===== src/rtl/ps2_host_tx_if.sv =====
// Command-byte request/status bundle between the PS/2 host transmitter and its user.
// master = command issuer, slave = transmitter.
`timescale 1ns/1ps
interface ps2_host_tx_if;
    logic [7:0] tx_data;
    logic       tx_valid;
    logic       tx_ready;
    logic       busy;
    logic       done;
    logic       err_noack;
    logic       err_timeout;

    modport master (
        output tx_data, tx_valid,
        input  tx_ready, busy, done, err_noack, err_timeout
    );

    modport slave (
        input  tx_data, tx_valid,
        output tx_ready, busy, done, err_noack, err_timeout
    );
endinterface


===== src/rtl/ps2_host_tx.sv =====
// PS/2 host-to-device command transmitter: inhibit, request-to-send, clocked shift-out
// of data/parity/stop, ACK sampling, with a watchdog over the device-clocked phase.
`timescale 1ns/1ps
module ps2_host_tx #(
    parameter int INHIBIT_CYCLES = 10000,
    parameter int START_CYCLES   = 16,
    parameter int TIMEOUT_CYCLES = 2_000_000
) (
    input  logic         clk,
    input  logic         rstn,
    ps2_host_tx_if.slave tx,
    input  logic         ps2_clk,
    input  logic         ps2_data,
    output logic         ps2_clk_oe,
    output logic         ps2_data_oe
);
    localparam int CNT_MAX = (INHIBIT_CYCLES > START_CYCLES) ? INHIBIT_CYCLES : START_CYCLES;
    localparam int CNT_W   = $clog2(CNT_MAX) + 1;
    localparam int WD_W    = $clog2(TIMEOUT_CYCLES) + 1;

    typedef enum logic [2:0] {IDLE, INHIBIT, START, SHIFT, ACK, WAIT_IDLE} state_t;

    state_t           state, state_nxt;
    logic             clk_meta, clk_s, clk_d, data_meta, data_s;
    logic             fall, line_idle, in_xfer, wd_hit, accept, shift_fall;
    logic [CNT_W-1:0] cnt;
    logic [WD_W-1:0]  wd;
    logic [3:0]       bit_cnt;
    logic [9:0]       sr;
    logic             data_q, ack_ok;
    logic             done_q, noack_q, tout_q;
    logic             done_set, noack_set, tout_set;

    assign fall       = clk_d & ~clk_s;
    assign line_idle  = clk_s & data_s;
    assign in_xfer    = (state == SHIFT) || (state == ACK) || (state == WAIT_IDLE);
    assign wd_hit     = in_xfer && (wd == WD_W'(TIMEOUT_CYCLES - 1));
    assign accept     = (state == IDLE) && tx.tx_valid && tx.tx_ready;
    assign shift_fall = (state == SHIFT) && fall && !wd_hit;

    // Pin synchronizers plus one extra clock-pin stage for edge detection
    always_ff @(posedge clk or negedge rstn) begin
        if (!rstn) begin
            clk_meta  <= 1'b0;
            clk_s     <= 1'b0;
            clk_d     <= 1'b0;
            data_meta <= 1'b0;
            data_s    <= 1'b0;
        end else begin
            clk_meta  <= ps2_clk;
            clk_s     <= clk_meta;
            clk_d     <= clk_s;
            data_meta <= ps2_data;
            data_s    <= data_meta;
        end
    end

    always_ff @(posedge clk or negedge rstn) begin
        if (!rstn) state <= IDLE;
        else       state <= state_nxt;
    end

    always_comb begin
        state_nxt = state;
        case (state)
            IDLE:      if (accept) state_nxt = INHIBIT;
            INHIBIT:   if (cnt == CNT_W'(INHIBIT_CYCLES - 1)) state_nxt = START;
            START:     if (cnt == CNT_W'(START_CYCLES - 1)) state_nxt = SHIFT;
            SHIFT:     if (wd_hit) state_nxt = IDLE;
                       else if (fall && bit_cnt == 4'd9) state_nxt = ACK;
            ACK:       if (wd_hit) state_nxt = IDLE;
                       else if (fall) state_nxt = WAIT_IDLE;
            WAIT_IDLE: if (wd_hit || line_idle) state_nxt = IDLE;
            default:   state_nxt = IDLE;
        endcase
    end

    // Ready is withheld during the status pulse so a held request starts one cycle later
    always_comb begin
        ps2_clk_oe  = 1'b0;
        ps2_data_oe = 1'b0;
        tx.tx_ready = 1'b0;
        done_set    = 1'b0;
        noack_set   = 1'b0;
        case (state)
            IDLE:      tx.tx_ready = ~(done_q | noack_q | tout_q);
            INHIBIT:   ps2_clk_oe  = 1'b1;
            START: begin
                ps2_clk_oe  = 1'b1;
                ps2_data_oe = 1'b1;
            end
            SHIFT:     ps2_data_oe = data_q;
            WAIT_IDLE: begin
                done_set  = !wd_hit && line_idle && ack_ok;
                noack_set = !wd_hit && line_idle && !ack_ok;
            end
            default: ;
        endcase
        tout_set       = wd_hit;
        tx.busy        = (state != IDLE);
        tx.done        = done_q;
        tx.err_noack   = noack_q;
        tx.err_timeout = tout_q;
    end

    always_ff @(posedge clk or negedge rstn) begin
        if (!rstn) begin
            cnt     <= '0;
            wd      <= '0;
            bit_cnt <= '0;
            sr      <= '0;
            data_q  <= 1'b0;
            ack_ok  <= 1'b0;
            done_q  <= 1'b0;
            noack_q <= 1'b0;
            tout_q  <= 1'b0;
        end else begin
            done_q  <= done_set;
            noack_q <= noack_set;
            tout_q  <= tout_set;

            if (state_nxt != state)
                cnt <= '0;
            else if (state == INHIBIT || state == START)
                cnt <= cnt + CNT_W'(1);

            wd <= in_xfer ? wd + WD_W'(1) : '0;

            if (accept) begin
                sr      <= {1'b1, ~^tx.tx_data, tx.tx_data};
                bit_cnt <= '0;
            end else if (shift_fall) begin
                sr      <= {1'b0, sr[9:1]};
                bit_cnt <= bit_cnt + 4'd1;
            end

            // Start bit stays driven from START into SHIFT until the first device fall
            if (state == START)
                data_q <= 1'b1;
            else if (shift_fall)
                data_q <= ~sr[0];
            else if (state != SHIFT)
                data_q <= 1'b0;

            if (state == ACK && fall && !wd_hit)
                ack_ok <= ~data_s;
        end
    end
endmodule


===== src/flat_wrapper.sv =====
// flat-port wrapper written by rule: the top's interface ports become plain ports
module ps2_host_tx_flat 
#(
    parameter int INHIBIT_CYCLES = 10000,
    parameter int START_CYCLES   = 16,
    parameter int TIMEOUT_CYCLES = 2_000_000
)
  (clk, rstn, ps2_clk, ps2_data, ps2_clk_oe, ps2_data_oe, tx_tx_data, tx_tx_valid, tx_tx_ready, tx_busy, tx_done, tx_err_noack, tx_err_timeout);
  ps2_host_tx_if tx_i ();
  input  logic clk;
  input  logic rstn;
  input  logic ps2_clk;
  input  logic ps2_data;
  output logic ps2_clk_oe;
  output logic ps2_data_oe;
  input wire logic [$bits(tx_i.tx_data)-1:0] tx_tx_data;
  input wire logic [$bits(tx_i.tx_valid)-1:0] tx_tx_valid;
  output wire logic [$bits(tx_i.tx_ready)-1:0] tx_tx_ready;
  output wire logic [$bits(tx_i.busy)-1:0] tx_busy;
  output wire logic [$bits(tx_i.done)-1:0] tx_done;
  output wire logic [$bits(tx_i.err_noack)-1:0] tx_err_noack;
  output wire logic [$bits(tx_i.err_timeout)-1:0] tx_err_timeout;
  assign tx_i.tx_data = tx_tx_data;
  assign tx_i.tx_valid = tx_tx_valid;
  assign tx_tx_ready = tx_i.tx_ready;
  assign tx_busy = tx_i.busy;
  assign tx_done = tx_i.done;
  assign tx_err_noack = tx_i.err_noack;
  assign tx_err_timeout = tx_i.err_timeout;
  ps2_host_tx #(.INHIBIT_CYCLES(INHIBIT_CYCLES), .START_CYCLES(START_CYCLES), .TIMEOUT_CYCLES(TIMEOUT_CYCLES)) u_core (.clk(clk), .rstn(rstn), .tx(tx_i), .ps2_clk(ps2_clk), .ps2_data(ps2_data), .ps2_clk_oe(ps2_clk_oe), .ps2_data_oe(ps2_data_oe));
endmodule

===== config.mk =====
export PLATFORM = sky130hd
export DESIGN_NAME = ps2_host_tx_flat
export DESIGN_NICKNAME = d
export VERILOG_FILES = /design/src/rtl/ps2_host_tx_if.sv /design/src/rtl/ps2_host_tx.sv /design/src/flat_wrapper.sv
export SDC_FILE = /design/constraint.sdc
export NUM_CORES = 1
export LEC_CHECK = 0
export CAP_MARGIN = 10
export CORE_MARGIN = 2
export CORE_UTILIZATION = 25
export DETAILED_ROUTE_END_ITERATION = 16
export DONT_BUFFER_PORTS = 1
export SKIP_CTS_REPAIR_TIMING = 1
export SLEW_MARGIN = 20
export SYNTH_ARGS = -nofsm -noshare
export SYNTH_HDL_FRONTEND = slang
export SYNTH_SLANG_ARGS = --single-unit

===== constraint.sdc =====
create_clock -name clk -period 2.92 [get_ports clk]
set_input_delay 0.584 -clock clk [delete_from_list [all_inputs] [get_ports clk]]
set_output_delay 0.584 -clock clk [all_outputs]
set_load 0.005 [all_outputs]

Word level (Yosys, flattened, before mapping)
Index checks and enable logic that the tools add are counted.

storage, ports and cells
  bits in latches = 0
  bits in registers = 64
  bits in read-only memories = 0
  memories kept = 0
  memory bits (writable) = 0

cells by class
  bitwise gates (word level) = 8
  add/sub/neg operators = 3
  multiplexer cells = 24
  $mul = 0
  shifts and indexed selects = 0
  reduce and logical (&&, ||, !) cells = 24
  divide/modulo/power cells = 0
  magnitude comparators = 0
  equality and inequality tests = 11

operator list
  cell                                                               number
  15-bit 2-to-1 mux                                                  2
  3-bit 2-to-1 mux                                                   8
  22-bit by 1-bit adder with 22-bit output, second input constant    1
  22-bit by 21-bit == test with 1-bit output, second input constant  1
  22-bit 2-to-1 mux                                                  1
  10-bit 2-to-1 mux                                                  2
  3-bit case mux with 6 select lines                                 1
  15-bit by 1-bit adder with 15-bit output, second input constant    1
  15-bit by 14-bit == test with 1-bit output, second input constant  1
  15-bit by 4-bit == test with 1-bit output, second input constant   1
  1-bit logical AND                                                  11
  4-bit 2-to-1 mux                                                   2
  8-bit XNOR reduction                                               1
  1-bit 2-to-1 mux                                                   7
  3-bit by 2-bit == test with 1-bit output, second input constant    2
  3-bit == test, second input constant                               2
  3-bit nonzero test                                                 2
  4-bit by 1-bit adder with 4-bit output, second input constant      1
  4-bit == test, second input constant                               1
  1-bit logical OR                                                   4
  1-bit inverter                                                     4
  2-bit nonzero test                                                 2
  3-bit by 1-bit == test with 1-bit output, second input constant    1
  3-bit logical NOT                                                  1
  7 further kinds                                                    10

Logic depth before layout (Yosys ltp)
  depth in word-level cells = 9
  depth in mapped cells = 10

Worst setup path after synthesis
No wires, ideal clock.

  kind = register to register
  start point = register u_core.wd[7]
  end point = register u_core.cnt[10]
  required time = 2.799 ns
  stages on the path, launching flop included = 10
  slack = 0.243 ns
  data arrival time = 2.556 ns
  path buffers = 3
  path through = dfrtp_1 -> or4b_1 -> or4_1 -> or3_1 -> buf_6 -> a31oi_1 -> and4_1 -> buf_4 -> buf_8 -> nor4_1

between the ends
  cells in the longest elaborated chain, start to end = 7

ends and longest elaborated chain
  what                                                     RTL line            RTL
  start, declared                                          ps2_host_tx.sv:27   logic [WD_W-1:0] wd;
  start signal, assigned                                   ps2_host_tx.sv:127  wd <= in_xfer ? wd + WD_W'(1) : '0;
  22-bit by 21-bit == test with 1-bit output *             ps2_host_tx.sv:37   assign wd_hit = in_xfer && (wd == WD_W'(TIMEOUT_CYCLES - 1));
  1-bit logical AND *                                      ps2_host_tx.sv:37
  1-bit logical OR                                         ps2_host_tx.sv:73   WAIT_IDLE: if (wd_hit || line_idle) state_nxt = IDLE;
  3-bit 2-to-1 mux                                         ps2_host_tx.sv:73
  3-bit case mux with 6 select lines *                     ps2_host_tx.sv:65   case (state)
  3-bit != test *                                          ps2_host_tx.sv:122  if (state_nxt != state)
  15-bit 2-to-1 mux or 2-bit nonzero test (tied branches)  --
  end signal, assigned                                     ps2_host_tx.sv:125  cnt <= cnt + CNT_W'(1);
  end, declared                                            ps2_host_tx.sv:26   logic [CNT_W-1:0] cnt;

Mark *: on every way between the ends. The rest lies on a longest branch, timed or not.
A chain may end at the register's enable or synchronous reset.

Worst setup path in the final report
  start point = register u_core.wd[9]
  end point = register u_core.cnt[8]

Same word-level chain as after synthesis.

==> results.md <==
- In this run, CTS created clock tree buffers numbering 9.
- At the pin with the least slew margin, the transition time is 0.546 ns.
- The region available for standard cell placement spans 12,600 um^2.
- The die is 117 um tall.
- The primary flip-flop cell chosen by synthesis mapping is sky130_fd_sc_hd__dfrtp_1.
- TritonCTS built the clock tree.
- The path type of the worst min-delay path is in -> async.
- The static leakage is between 1 and 1.5 nW.
- The final design utilization is 29.5%.
- The first-pass GRT wire length is 11,400 um.
- The hold violation count in the final report is 0.
- For this run, the total global-route usage over all layers was measured as 10.5%.
- Relative to the synthesized area, the layout overhead comes to 16.0%.
- The number of global-route vias before repair came to 2,327.
- The synthesized area divided by synthesized cell count is 10.2 um^2.
- The maximum clock frequency is 364 MHz.
- For this design the ratio of total power to cell area is 513 nW/um^2.
- For the worst setup path, the data required time is 3.10 ns.
- The share of synthesized area occupied by flip-flops and latches is about half.
- The critical path is of the reg -> reg type.
- The post-synthesis cell count is 315.
- The number of DRC violations after detailed routing is 0.
- The worst clock skew on the final layout is 0.00486 ns.
- The via-per-instance ratio is ~4.6.
- For this design, the sink count on the clock tree is 64.
- The overall via count from detail_route is about 2.3k.
- The run finished with clean final reports.
- The site row count is 41.
- The number of antenna violations at the first check in global routing is 1.
- The highest cell delay on the worst timing path is 0.57 ns.
- Once detail routing completed, the nets flagged for antenna violations numbered 0.
- The maximum root-to-sink buffer count is 2.
- The number of buffers and inverters on the critical path is 1.
- In this run the number of H-tree levels came out at 3.
- The total of warnings raised by yosys is 0.
- The tool flagged a number of max-cap violations equal to 0.
- The cell with the largest stage delay on the worst path is sky130_fd_sc_hd__or4_1.
- The number of synthesized flops with an enable pin is 0.
- The maximum number of pins on one net before global-route repair is 65.
- The net count after synthesis is approximately 330.
- The max-slew violation count came to 0.
- For the final routed database, the setup TNS stands at 0 ns.
- Setup repair after global routing left no endpoint under its margin.
- The clock latency on the worst-skew pair is 0.32 ns.
- The clock slew at the register clock pins of the worst setup and hold paths is ~0.050 ns.
- For the worst setup path, the data arrival time is about 2.9 ns.
- The count of buffers from port buffering is 0.
- The count of boundary I/O pins is 20.
- By instance count, the cell type seen most on the critical path is sky130_fd_sc_hd__or4_1.
- The full die area is around 14,000 um^2.
- Headroom to the max-slew limit came out at 63.1%.
- The initial utilization of the core area, before any placement, comes to 25.5%.
- STA classifies the critical path startpoint as a register.
- The detailed-router iteration count before antenna repair is 5.
- The startpoint of the most critical register-to-register path is u_core.wd[9]$_DFF_PN0_.
- After filler insertion, the fill cell instance count of the layout stands at 1,288.
- The number of endpoints failing setup at the final stage is 0.
- STA classifies the critical path endpoint as a register.
- The die is between 100 and 150 um wide.
- Counting distinct cell types in the post-synthesis netlist gives 48.
- Traced cell by cell, the critical path runs through or4_1 -> or4_1 -> or3_4 -> a31oi_1 -> and4_1 -> buf_12 -> nor4_1.
- The tree is rooted in a sky130_fd_sc_hd__clkbuf_16.
- The post-synthesis sequential element count is 64.
- Summed over all nets, the half-perimeter wirelength after detailed placement is between 4000 and 5000 um.
- The minimum setup slack among reg-to-reg paths is 0.17 ns.
- The cell area that synthesis handed to floorplanning was about 3200 um^2.
- The time the final worst path needs with I/O delays and setup is approximately 2.7 ns.
- The wire length per cell after detailed routing is 12.9 um.
- The share of async-settable or async-resettable flops after synthesis is 100%.
- Counting cells, the worst reg-to-reg path comes to 7.
- The worst vdd rail ir drop is between 0.2 and 0.3 mV.
- The total wire length is 6390 um.
- The antenna diode count is 0.
- The dominant delay contributor by cell family on the critical path is simple AND/OR/NAND/NOR gates.
- For this run, the post-layout net count is about 340.
- The share of cells above drive strength 1 is 11.7%.
- The detailed router finished its first iteration with 168 violations.
- The congestion estimate from routability-driven global placement came to 0.762.
- The highest fanout seen on the critical path is 15.
- The overall overflow remaining after global route is 0.
- The logic depth of the worst path, buffers included is 7.
- After layout, the worst path uses 94.0% of the clock period.
- The endpoint identified for the worst register-to-register timing path is u_core.cnt[8]$_DFFE_PN0P_.
-- per-layer routing --
metal	up-vias	GRT usage, %	routed length [um]
li1	1119	-	-
met1	1106	14.1	3110
met2	44	15.8	2860
met3	10	2.83	309
met4	2	4.71	103
met5	-	0	13
-- cell type report --
cell class                      instances  area, um^2  area share [%]
Sequential cell                        64        1600            43.1
Clock buffer                           10         239            6.44
Timing Repair Buffer                    8        92.6            2.49
Tap cell                              172         215            5.80
Multi-Input combinational cell        232        1510            40.7
Inverter                                5        18.8           0.506
Clock inverter                          6        35.0           0.944
-- report_power, final --
group / switching, mW / total (mW) / internal, mW
logic: 0.0258 / 0.0419 / 0.0161
registers: 0.00187 / 0.893 / 0.891
clock network: 0.379 / 0.969 / 0.590
-- synth_stat cells, types with 2 or more instances --
library cell / number / area, um^2
sky130_fd_sc_hd__nand2_1: 34 / 128
sky130_fd_sc_hd__mux2i_1: 4 / 40.0
sky130_fd_sc_hd__a22oi_1: 6 / 45.0
sky130_fd_sc_hd__nor2b_1: 2 / 12.5
sky130_fd_sc_hd__nor3_1: 2 / 10.0
sky130_fd_sc_hd__ha_1: 4 / 50.1
sky130_fd_sc_hd__or4_1: 4 / 30.0
sky130_fd_sc_hd__clkbuf_1: 6 / 22.5
sky130_fd_sc_hd__nor4_2: 3 / 37.5
sky130_fd_sc_hd__nand4_1: 8 / 50.1
sky130_fd_sc_hd__nor4_1: 15 / 93.8
sky130_fd_sc_hd__and3_1: 5 / 31.3
sky130_fd_sc_hd__xor2_1: 25 / 219
sky130_fd_sc_hd__a21oi_1: 4 / 20.0
sky130_fd_sc_hd__buf_2: 2 / 10.0
sky130_fd_sc_hd__nor2_1: 39 / 146
sky130_fd_sc_hd__dfrtp_1: 64 / 1600
sky130_fd_sc_hd__or3_1: 5 / 31.3
sky130_fd_sc_hd__or3b_2: 2 / 17.5
sky130_fd_sc_hd__buf_6: 2 / 22.5
sky130_fd_sc_hd__inv_1: 5 / 18.8
sky130_fd_sc_hd__nand3_1: 19 / 95.1
sky130_fd_sc_hd__o21ai_0: 6 / 30.0
sky130_fd_sc_hd__and4_1: 5 / 43.8
sky130_fd_sc_hd__xnor2_1: 19 / 166
sky130_fd_sc_hd__nand2b_1: 3 / 18.8
-- cells in the final DEF (no fill, tap or decap), types with 4 or more instances in the layout --
cell type                   Yosys  routed
sky130_fd_sc_hd__dfrtp_1       64      64
sky130_fd_sc_hd__nor2_1        39      39
sky130_fd_sc_hd__nand2_1       34      34
sky130_fd_sc_hd__xor2_1        25      25
sky130_fd_sc_hd__nand3_1       19      19
sky130_fd_sc_hd__xnor2_1       19      19
sky130_fd_sc_hd__nor4_1        15      15
sky130_fd_sc_hd__clkbuf_16      0       9
sky130_fd_sc_hd__nand4_1        8       8
sky130_fd_sc_hd__o21ai_0        6       6
sky130_fd_sc_hd__a22oi_1        6       6
sky130_fd_sc_hd__buf_4          1       6
sky130_fd_sc_hd__and4_1         5       5
sky130_fd_sc_hd__inv_1          5       5
sky130_fd_sc_hd__and3_1         5       5
sky130_fd_sc_hd__or4_1          4       4
sky130_fd_sc_hd__or3_1          5       4
sky130_fd_sc_hd__a21oi_1        4       4
sky130_fd_sc_hd__mux2i_1        4       4
sky130_fd_sc_hd__ha_1           4       4
sky130_fd_sc_hd__clkinv_2       0       4
-- registers in the layout, summed over array words and instances, names as in the netlist, 3 cells and up --
register	flops
u_core.wd	22
u_core.cnt	15
u_core.sr	10
u_core.bit_cnt	4
u_core.state	3
-- worst max path at each step --
stage / start / to / slack (ns)
CTS: u_core.wd[9]$_DFF_PN0_ / u_core.cnt[9]$_DFFE_PN0P_ / 0.04
finish: u_core.wd[9]$_DFF_PN0_ / u_core.cnt[8]$_DFFE_PN0P_ / 0.17
global placement: u_core.wd[7]$_DFF_PN0_ / u_core.cnt[10]$_DFFE_PN0P_ / 0.14
global route: u_core.wd[7]$_DFF_PN0_ / u_core.cnt[8]$_DFFE_PN0P_ / 0.06
detailed placement: u_core.wd[9]$_DFF_PN0_ / u_core.cnt[9]$_DFFE_PN0P_ / 0.06
floorplan: u_core.wd[7]$_DFF_PN0_ / u_core.cnt[10]$_DFFE_PN0P_ / 0.24
-- worst reg2reg max path: cells and delay by family (launching register included) --
family / cells / cell delay [ns]
and+or+nand+nor: 5 / 1.88
DFF: 1 / 0.40
AOI/OAI and AO/OA: 1 / 0.17
buffers and inverters: 1 / 0.15
-- logic make-up after synthesis --
family | after synthesis | share of synthesized area [%]
AO/OA/AOI/OAI | 25 | 5.59
XOR/XNOR | 44 | 12.0
adder cells (fa/ha/maj) | 4 | 1.56
buffers and inverters | 19 | 3.36
flip-flops | 64 | 50.0
multiplexers | 4 | 1.25
AND/OR/NAND/NOR | 155 | 26.2
-- metrics by stage --
stage	std cells	setup slack [ns]	instance area, um^2	total power [mW]	hold slack [ns]
after global routing	497	0.0581	3710	1.98	0.149
final	497	0.175	3710	1.90	0.117
after detailed placement	480	0.0632	3400	0.930	0.294
after floorplan	315	0.243	3200	0.927	0.288
after CTS	496	0.0395	3670	1.91	-0.0527
after global placement	480	0.139	3400	0.930	0.294
(Power assumes the default switching activity.)
